### config.mk
export PLATFORM = sky130hd
export DESIGN_NAME = pixel_line_fetch_flat
export DESIGN_NICKNAME = d
export VERILOG_FILES = /design/src/rtl/pixel_fetch_pkg.sv /design/src/rtl/pixel_line_fetch_if.sv /design/src/rtl/sync_fifo.sv /design/src/rtl/pixel_line_fetch.sv /design/src/flat_wrapper.sv
export SDC_FILE = /design/constraint.sdc
export NUM_CORES = 1
export LEC_CHECK = 0
export ABC_AREA = 1
export CAP_MARGIN = 20
export CORE_AREA = 2 2 265 267
export CTS_CLUSTER_DIAMETER = 40
export DETAILED_ROUTE_END_ITERATION = 6
export DIE_AREA = 0 0 267 269
export PLACE_DENSITY = 0.39
export REMOVE_ABC_BUFFERS = 1
export SYNTH_ARGS = -nofsm -noshare
export SYNTH_HDL_FRONTEND = slang
export SYNTH_HIERARCHICAL = 1
export SYNTH_SLANG_ARGS = --single-unit
### constraint.sdc
create_clock -name clk -period 4.18 [get_ports clk]
set_input_delay 0.418 -clock clk [delete_from_list [all_inputs] [get_ports clk]]
set_output_delay 0.418 -clock clk [all_outputs]
set_load 0.005 [all_outputs]
### src/rtl/pixel_fetch_pkg.sv
// pixel_fetch_pkg: shared types and constants for the line fetch stage.
// FSM state enum, default address width, underflow fill byte.
package pixel_fetch_pkg;

  localparam int ADDR_W_DEF = 22;
  localparam logic [7:0] UNDERFLOW_FILL = 8'h00;

  typedef enum logic [1:0] {
    ST_IDLE,
    ST_FETCH,
    ST_ABORT
  } fetch_state_e;

endpackage

### src/rtl/pixel_line_fetch_if.sv
// pixel_line_fetch_if: video memory read port (req/addr out, ack/data in).
// master = fetch stage, slave = memory; ack marks data valid same cycle.
interface pixel_line_fetch_if
  import pixel_fetch_pkg::*;
#(
  parameter int ADDR_W = ADDR_W_DEF
);

  logic              mem_req;
  logic [ADDR_W-1:0] mem_addr;
  logic              mem_ack;
  logic [15:0]       mem_data;

  modport master (
    output mem_req, mem_addr,
    input  mem_ack, mem_data
  );

  modport slave (
    input  mem_req, mem_addr,
    output mem_ack, mem_data
  );

endinterface

### src/rtl/sync_fifo.sv
// sync_fifo: single-clock FIFO, flush/push/pop, count/full/empty.
// Ports: clk, rst_n, flush, push, din, pop, dout, count, full, empty.
module sync_fifo #(
  parameter int WIDTH = 16,
  parameter int DEPTH = 16
) (
  input  logic                     clk,
  input  logic                     rst_n,
  input  logic                     flush,
  input  logic                     push,
  input  logic [WIDTH-1:0]         din,
  input  logic                     pop,
  output logic [WIDTH-1:0]         dout,
  output logic [$clog2(DEPTH):0]   count,
  output logic                     full,
  output logic                     empty
);

  localparam int AW = $clog2(DEPTH);
  localparam int CW = AW + 1;

  logic [WIDTH-1:0] mem_q [DEPTH];
  logic [AW-1:0]    wr_q, wr_d;
  logic [AW-1:0]    rd_q, rd_d;
  logic [CW-1:0]    cnt_q, cnt_d;
  logic             do_push;
  logic             do_pop;

  always_comb begin
    do_push = push & ~flush & (cnt_q != CW'(DEPTH));
    do_pop  = pop & ~flush & (cnt_q != '0);
    wr_d    = wr_q + AW'(do_push);
    rd_d    = rd_q + AW'(do_pop);
    cnt_d   = cnt_q + CW'(do_push) - CW'(do_pop);
    if (flush) begin
      wr_d  = '0;
      rd_d  = '0;
      cnt_d = '0;
    end
  end

  always_ff @(posedge clk or negedge rst_n) begin
    if (!rst_n) begin
      wr_q  <= '0;
      rd_q  <= '0;
      cnt_q <= '0;
    end else begin
      wr_q  <= wr_d;
      rd_q  <= rd_d;
      cnt_q <= cnt_d;
    end
  end

  always_ff @(posedge clk) begin
    if (do_push) mem_q[wr_q] <= din;
  end

  assign dout  = mem_q[rd_q];
  assign count = cnt_q;
  assign full  = (cnt_q == CW'(DEPTH));
  assign empty = (cnt_q == '0);

endmodule

### src/rtl/pixel_line_fetch.sv
// pixel_line_fetch: per-line word fetch into FIFO, one byte out per new_pixel.
// Ports: timing strobes, line params, mem (master), pixel/valid/underflow; +underflow_count with PIXEL_FETCH_UNDERFLOW_CNT_EN.
module pixel_line_fetch
  import pixel_fetch_pkg::*;
#(
  parameter int FIFO_DEPTH = 16,
  parameter int ADDR_W     = ADDR_W_DEF
) (
  input  logic              clk,
  input  logic              reset_n,
  input  logic              new_line,
  input  logic              new_pixel,
  input  logic              vblank,
  input  logic [ADDR_W-1:0] line_base,
  input  logic [8:0]        words_per_line,
  pixel_line_fetch_if.master mem,
  output logic [7:0]        pixel,
  output logic              pixel_valid,
  output logic              underflow
`ifdef PIXEL_FETCH_UNDERFLOW_CNT_EN
  ,
  output logic [15:0]       underflow_count
`endif
);

  localparam int CW = $clog2(FIFO_DEPTH) + 1;

  fetch_state_e      state_q, state_d;
  logic [ADDR_W-1:0] addr_q, addr_d;
  logic [8:0]        rem_q, rem_d;
  logic [ADDR_W-1:0] lbase_q, lbase_d;
  logic [8:0]        lcnt_q, lcnt_d;
  logic              sel_q, sel_d;
  logic [7:0]        pixel_q, pixel_d;
  logic              valid_q, valid_d;
  logic              under_q, under_d;

  logic              line_start;
  logic              req;
  logic              push;
  logic              pop;
  logic [15:0]       head;
  logic [CW-1:0]     fcount;
  logic              full_unused;
  logic              empty;

  assign line_start = new_line & ~vblank;

  assign req = ((state_q == ST_FETCH) && (fcount < CW'(FIFO_DEPTH)))
             || (state_q == ST_ABORT);

  assign mem.mem_req  = req;
  assign mem.mem_addr = addr_q;

  sync_fifo #(
    .WIDTH (16),
    .DEPTH (FIFO_DEPTH)
  ) u_fifo (
    .clk   (clk),
    .rst_n (reset_n),
    .flush (line_start),
    .push  (push),
    .din   (mem.mem_data),
    .pop   (pop),
    .dout  (head),
    .count (fcount),
    .full  (full_unused),
    .empty (empty)
  );

  always_comb begin
    state_d = state_q;
    addr_d  = addr_q;
    rem_d   = rem_q;
    lbase_d = lbase_q;
    lcnt_d  = lcnt_q;
    push    = 1'b0;
    unique case (state_q)
      ST_IDLE: begin
        if (line_start) begin
          addr_d  = line_base;
          rem_d   = words_per_line;
          state_d = (words_per_line != '0) ? ST_FETCH : ST_IDLE;
        end
      end
      ST_FETCH: begin
        if (line_start) begin
          // an outstanding request must be drained before restarting
          if (req && !mem.mem_ack) begin
            lbase_d = line_base;
            lcnt_d  = words_per_line;
            state_d = ST_ABORT;
          end else begin
            addr_d  = line_base;
            rem_d   = words_per_line;
            state_d = (words_per_line != '0) ? ST_FETCH : ST_IDLE;
          end
        end else if (req && mem.mem_ack) begin
          push   = 1'b1;
          addr_d = addr_q + ADDR_W'(1);
          rem_d  = rem_q - 9'd1;
          if (rem_q == 9'd1) state_d = ST_IDLE;
        end
      end
      ST_ABORT: begin
        if (line_start) begin
          lbase_d = line_base;
          lcnt_d  = words_per_line;
        end
        if (mem.mem_ack) begin
          addr_d  = lbase_d;
          rem_d   = lcnt_d;
          state_d = (lcnt_d != '0) ? ST_FETCH : ST_IDLE;
        end
      end
      default: state_d = ST_IDLE;
    endcase
  end

  // sel_q: 0 = high byte next, 1 = low byte next
  always_comb begin
    sel_d   = sel_q;
    pixel_d = pixel_q;
    under_d = under_q;
    valid_d = new_pixel;
    pop     = 1'b0;
    if (new_pixel) begin
      if (empty) begin
        pixel_d = UNDERFLOW_FILL;
        under_d = 1'b1;
      end else begin
        pixel_d = sel_q ? head[7:0] : head[15:8];
        pop     = sel_q;
        sel_d   = ~sel_q;
      end
    end
    if (line_start) begin
      sel_d   = 1'b0;
      under_d = 1'b0;
    end
  end

  always_ff @(posedge clk or negedge reset_n) begin
    if (!reset_n) begin
      state_q <= ST_IDLE;
      addr_q  <= '0;
      rem_q   <= '0;
      lbase_q <= '0;
      lcnt_q  <= '0;
      sel_q   <= 1'b0;
      pixel_q <= '0;
      valid_q <= 1'b0;
      under_q <= 1'b0;
    end else begin
      state_q <= state_d;
      addr_q  <= addr_d;
      rem_q   <= rem_d;
      lbase_q <= lbase_d;
      lcnt_q  <= lcnt_d;
      sel_q   <= sel_d;
      pixel_q <= pixel_d;
      valid_q <= valid_d;
      under_q <= under_d;
    end
  end

  assign pixel       = pixel_q;
  assign pixel_valid = valid_q;
  assign underflow   = under_q;

`ifdef PIXEL_FETCH_UNDERFLOW_CNT_EN
  logic [15:0] ucnt_q, ucnt_d;

  always_comb begin
    ucnt_d = ucnt_q;
    if (new_pixel && empty && (ucnt_q != 16'hFFFF))
      ucnt_d = ucnt_q + 16'd1;
  end

  always_ff @(posedge clk or negedge reset_n) begin
    if (!reset_n) ucnt_q <= '0;
    else          ucnt_q <= ucnt_d;
  end

  assign underflow_count = ucnt_q;
`endif

endmodule
### src/flat_wrapper.sv
// flat-port wrapper written by rule: the top's interface ports become plain ports
module pixel_line_fetch_flat import pixel_fetch_pkg::*;
#(
  parameter int FIFO_DEPTH = 16,
  parameter int ADDR_W     = ADDR_W_DEF
)
  (clk, reset_n, new_line, new_pixel, vblank, line_base, words_per_line, pixel, pixel_valid, underflow, mem_mem_req, mem_mem_addr, mem_mem_ack, mem_mem_data);
  pixel_line_fetch_if #(.ADDR_W(ADDR_W)) mem_i ();
  input  logic clk;
  input  logic reset_n;
  input  logic new_line;
  input  logic new_pixel;
  input  logic vblank;
  input  logic [ADDR_W-1:0] line_base;
  input  logic [8:0] words_per_line;
  output logic [7:0] pixel;
  output logic pixel_valid;
  output logic underflow;
  output wire logic [$bits(mem_i.mem_req)-1:0] mem_mem_req;
  output wire logic [$bits(mem_i.mem_addr)-1:0] mem_mem_addr;
  input wire logic [$bits(mem_i.mem_ack)-1:0] mem_mem_ack;
  input wire logic [$bits(mem_i.mem_data)-1:0] mem_mem_data;
  assign mem_mem_req = mem_i.mem_req;
  assign mem_mem_addr = mem_i.mem_addr;
  assign mem_i.mem_ack = mem_mem_ack;
  assign mem_i.mem_data = mem_mem_data;
  pixel_line_fetch #(.FIFO_DEPTH(FIFO_DEPTH), .ADDR_W(ADDR_W)) u_core (.clk(clk), .reset_n(reset_n), .new_line(new_line), .new_pixel(new_pixel), .vblank(vblank), .line_base(line_base), .words_per_line(words_per_line), .mem(mem_i), .pixel(pixel), .pixel_valid(pixel_valid), .underflow(underflow));
endmodule
After elaboration in Yosys (flattened, before gate mapping)
Memories as Yosys holds them, arrays and structs flattened. Index checks and enable logic that the tools add are counted.

Input bits: 53. Bits in registers: 88. Memory bits (writable): 256. Logic and storage cells: 107. Output and inout port bits: 33. Memories kept: 1.

Reductions and logical operators: 19. Multiplexer cells: 48. Magnitude comparators: 1. Bitwise gates (word level): 8. Add/sub/neg operators: 6. Equality and inequality tests: 12.

Memories: u_core.u_fifo.mem_q (depth 16, bits a word 16, read ports 1, clocked after memory_dff 0, write ports 1, RTL line sync_fifo.sv:22) `logic [WIDTH-1:0] mem_q [DEPTH];`.

Operators by type and width (count): 22-bit 2-to-1 mux (8); 9-bit 2-to-1 mux (9); 22-bit one-hot mux with 3 select lines (1); 22-bit one-hot mux with 2 select lines (1); 9-bit one-hot mux with 3 select lines (1); 22-bit by 1-bit adder with 22-bit output (second input constant) (1); 9-bit one-hot mux with 2 select lines (1); 9-bit nonzero test (2); 8-bit 2-to-1 mux (2); 1-bit 2-to-1 mux (15); 2-bit 2-to-1 mux (6); 2-bit != test (second input constant) (5); 9-bit by 1-bit equality test with 1-bit output (second input constant) (1); 3-bit != test (second input constant) (3); 9-bit by 1-bit subtractor with 9-bit output (second input constant) (1); 4-bit by 1-bit adder with 4-bit output (2); 4-bit 2-to-1 mux (2); 2-bit one-hot mux with 3 select lines (1); 2-bit nonzero test (3); 5-bit by 1-bit adder with 5-bit output (1); 1-bit bitwise AND (5); 5-bit zero test (1); 5-bit < comparator (second input constant) (1); 5-bit 2-to-1 mux (1); other kinds (15) (20).

Longest topological paths before layout
Depth in word-level cells: 12. Mapped depth: 20. Mapped depth without buffers: 19.

Modules after synthesis
The synthesis kept the hierarchy.

By module, submodules not included: sync_fifo (sequential area each 8012.7 µm², area each 11810.1 µm², instances 1, cells an instance 1149); pixel_line_fetch (sequential area each 1876.8 µm², area each 5277.6 µm², instances 1, cells an instance 833).

Worst setup path before layout
OpenSTA, ideal clock, no wires.

Kind: input to register. Start: input port new_line. End: register u_core.u_fifo.cnt_q[4] (netlist: u_core/u_fifo/count[4]). Buffers on the path: 2. Data required time: 4.063 ns. Library setup time: 0.117 ns. Stages on the path: 18. Arrival time: 2.574 ns. Path slack: 1.489 ns. Cell sequence: inv_1 > nor2_2 > buf_1 > buf_6 > inv_1 > nand3_1 > inv_1 > ha_1 > inv_1 > ha_1 > inv_1 > fa_1 > inv_1 > nand2_1 > nand2_1 > a21oi_1 > nor2_1 > nor2_1.

Cells in the longest elaborated chain, start to end: 8. Elaborated cells between the ends (all ways): 11. Those cells by class: add/sub: 2; mux: 3; bitwise: 6.

Ends and longest elaborated chain: start, declared (RTL line flat_wrapper.sv:11) `input logic new_line;`; 1-bit bitwise AND (*) (RTL line pixel_line_fetch.sv:47) `assign line_start = new_line & ~vblank;`; net u_core.line_start (RTL line pixel_line_fetch.sv:38) `logic line_start;`; 1-bit 2-to-1 mux (RTL line pixel_line_fetch.sv:87) `if (line_start) begin`; 1-bit 2-to-1 mux (RTL line pixel_line_fetch.sv:78) `unique case (state_q)`; 1-bit bitwise AND (2 in series) (RTL line sync_fifo.sv:30) `do_push = push & ~flush & (cnt_q != CW'(DEPTH));`; 5-bit by 1-bit adder with 5-bit output (RTL line sync_fifo.sv:34) `cnt_d = cnt_q + CW'(do_push) - CW'(do_pop);`; 5-bit by 1-bit subtractor with 5-bit output (RTL line sync_fifo.sv:34); 5-bit 2-to-1 mux (*) (RTL line sync_fifo.sv:35) `if (flush) begin`; net u_core.u_fifo.cnt_d[4] (RTL line sync_fifo.sv:25) `logic [CW-1:0] cnt_q, cnt_d;`; end signal, assigned (RTL line sync_fifo.sv:50) `cnt_q <= cnt_d;`; end, declared (RTL line sync_fifo.sv:25).

Mark *: on every way through the listed nets, which the timed path passes. The rest lies on a longest branch. A chain may end at the register's enable or synchronous reset.

Final worst setup path
Start: register u_core.state_q[1]. End: register u_core.u_fifo.cnt_q[4] (netlist: u_core/u_fifo/count[4]).

Cells in the longest elaborated chain, start to end: 12. Elaborated cells between the ends (all ways): 13. Those cells by class: add/sub: 2; eq/ne: 2; mux: 4; bitwise: 2; reduce/logical: 3.

Ends and longest elaborated chain: start, declared (RTL line pixel_line_fetch.sv:28) `fetch_state_e state_q, state_d;`; start signal, assigned (RTL line pixel_line_fetch.sv:155) `state_q <= state_d;`; 2-bit by 1-bit equality test with 1-bit output (RTL line pixel_line_fetch.sv:49, pixel_line_fetch.sv:78); 1-bit logical AND (RTL line pixel_line_fetch.sv:49) `assign req = ((state_q == ST_FETCH) && (fcount < CW'(FIFO_DEPTH)))`; 1-bit logical OR (RTL line pixel_line_fetch.sv:50) `|| (state_q == ST_ABORT);`; 1-bit logical AND (RTL line pixel_line_fetch.sv:98) `end else if (req && mem.mem_ack) begin`; 1-bit 2-to-1 mux (RTL line pixel_line_fetch.sv:98); 1-bit 2-to-1 mux (RTL line pixel_line_fetch.sv:87); 1-bit 2-to-1 mux (*) (RTL line pixel_line_fetch.sv:78); net u_core.push (RTL line pixel_line_fetch.sv:40) `logic push;`; 1-bit bitwise AND (*) (2 in series) (RTL line sync_fifo.sv:30); 5-bit by 1-bit adder with 5-bit output (*) (RTL line sync_fifo.sv:34); 5-bit by 1-bit subtractor with 5-bit output (*) (RTL line sync_fifo.sv:34); 5-bit 2-to-1 mux (*) (RTL line sync_fifo.sv:35); net u_core.u_fifo.cnt_d[4] (RTL line sync_fifo.sv:25).

Marked as above.

==> out/qor.yml <==
fin_crit_sh_pct: 72.45
finalHoldViolations: 0
worstSetupPathType: "reg2reg"
htreeDepth: 3
setup_violations: 0
clk_pin_slew_ns: 0.04
final.fill_count: 7229
worst_slew_pin_slew_ns: 0.9617
antenna_found_initial: 1
drive_gt1_share_pct: 9.559
die_area_sq_um: 71820
hpwl_mm: 32.14
cp-end-kind: "flop"
grt_pass1_vias: 13150
die_h_um: 269
drt-total-wl_mm: 51.63
multi_input_area_sq_um: 5530
fp-row-count: 97
hp-class: "in2reg"
wl_per_cell_um: 16.68
outcome: "finished, final reports clean"
initial_core_util_pct: 24.65
avgSynthCellArea_sq_um: 8.624
cts_tree: "yes"
regArea_sq_um: 9894
whs_ns: 0.3543
design.core.area_sq_um: 69300
final_cells: 3095
grt_setup_unrepaired: "no"
dp.cells: 2955
cts_buffers: 76
place.port_buffers: 85
clock_sinks: 344
ant_nets: 0
cts_buffer_depth: 3
drc_errors: 0
ys_warn_count: 6
worstPathMaxFanout: 7
period_needed_ns: 3.029
nets: 2165
vias_per_cell: 4.315
peakVddDrop_uv: 243.4
grt_pass1_wl_mm: 79.05
powerDensity_nw_per_um2: 680.2
root_buffer: "clkbuf_16"
syn2layout_area_growth_pct: 27.57
postCtsResizedCells: 0
drv_cap: 0
num_vias: 13350
drt-pass1-iter-count: 5
grt.overflow.total: 0
place_area_sq_um: 18950
max_freq_ghz: 0.3302
syn_area_sq_um: 17080
dieWidth_um: 267
track_usage_pct: 14.47
num_antenna_cells: 0
drtIter0Drc: 694
postCtsSetupBuffers: 0
syn_inst: 1981
postLayoutCellArea_sq_um: 21790
slew_viol_final: 0
final_cell_mix: "nand2_1 (614), inv_1 (312), edfxtp_1 (256)"
ios: 86
clk_latency_ns: 0.61
cp.required_ns: 4.70
grt_start_max_net_pins: 130
gp_congestion: 0.7925
layout_commonest_cell: "nand2_1"
finalClockSkew_ns: 0.02456
setup.worst_path.start_class: "flop"
slew_headroom_pct: 35.89
cp_data_arrival_time_ns: 3.55
power_leakage_nw: 9.516
[what timing repair did]
item / in CTS / in global routing
endpoints found under the hold margin: 58 / 0
hold buffers: 1 / 0
endpoints found under the setup margin: 0 / 0
[registers in the layout, summed over array words and instances (netlist names)]
signal               count
u_core/state_q           2
u_core/pixel_valid       1
u_core/mem.mem_addr     22
u_core/pixel             8
u_core/lbase_q          22
u_core/u_fifo/count      5
u_core/u_fifo/rd_q       4
u_core/underflow         1
u_core/rem_q             9
u_core/u_fifo/wr_q       4
u_core/lcnt_q            9
u_core/u_fifo/mem_q    256
u_core/sel_q             1
[metrics by stage]
step	power [W]	utilization (%)	worst slack, ns	TNS [ns]
CTS	0.01506	31.45	1.128	0
detailed placement	0.008287	27.35	0.9069	0
global route	0.01572	31.45	0.8202	0
finish	0.01483	31.45	1.151	0
floorplan	0.006742	-	-0.3247	-2.513
global placement	0.008269	27.35	0.8803	0
[report_power, final]
| group | total [W] | internal [W] | switching [W] | leakage (nW) |
|---|---|---|---|---|
| Clock | 0.00665 | 0.00464 | 0.00201 | 1.36 |
| Sequential | 0.00448 | 0.00408 | 0.000396 | 3.38 |
| Combinational | 0.00370 | 0.00132 | 0.00238 | 4.77 |
[worst max-delay path, stage by stage, from the launching register on]
cell	delay, ns
dfrtp_1	0.40
inv_1	0.09
ha_1	0.35
inv_2	0.14
o21ai_4	0.21
nand2_2	0.08
nor2_1	0.11
nand3_1	0.13
ha_1	0.31
inv_1	0.06
ha_1	0.16
inv_1	0.06
fa_1	0.40
inv_1	0.07
nand2_1	0.07
nand2_1	0.06
a21oi_1	0.07
nand2_1	0.06
nand2_1	0.04
nor2_1	0.09
[path summary, 6_finish.rpt]
check	start	slack, ns	cells after the start	end
min in group asynchronous	reset_n	0.49	2	u_core/mem.mem_addr[20]
worst max-delay path	u_core/state_q[1]	1.15	19	u_core/u_fifo/count[4]
worst min-delay path	new_pixel	0.35	1	u_core/pixel_valid
worst max register to register	u_core/state_q[1]	1.15	19	u_core/u_fifo/count[4]
max in group asynchronous	reset_n	2.86	3	u_core/lcnt_q[8]
worst min register to register	u_core/lbase_q[18]	0.47	2	u_core/lbase_q[18]
[layout make-up]
type | instances | share of cell area [%]
clock buffers | 85 | 9.071
clock inverters | 54 | 3.915
inverters | 319 | 5.505
multi-input cells | 1228 | 25.37
flip-flops and latches | 344 | 45.40
well taps | 940 | 5.396
repair buffers | 125 | 5.339
[layer usage]
layer	up-vias	wire length [um]	track usage, %
met2	248	24960	24.40
met5	-	16	0
met3	95	2059	2.530
met4	2	1341	5.360
li1	6605	-	-
met1	6404	23260	18.56
Note: power is estimated with default switching activity, not from simulation.
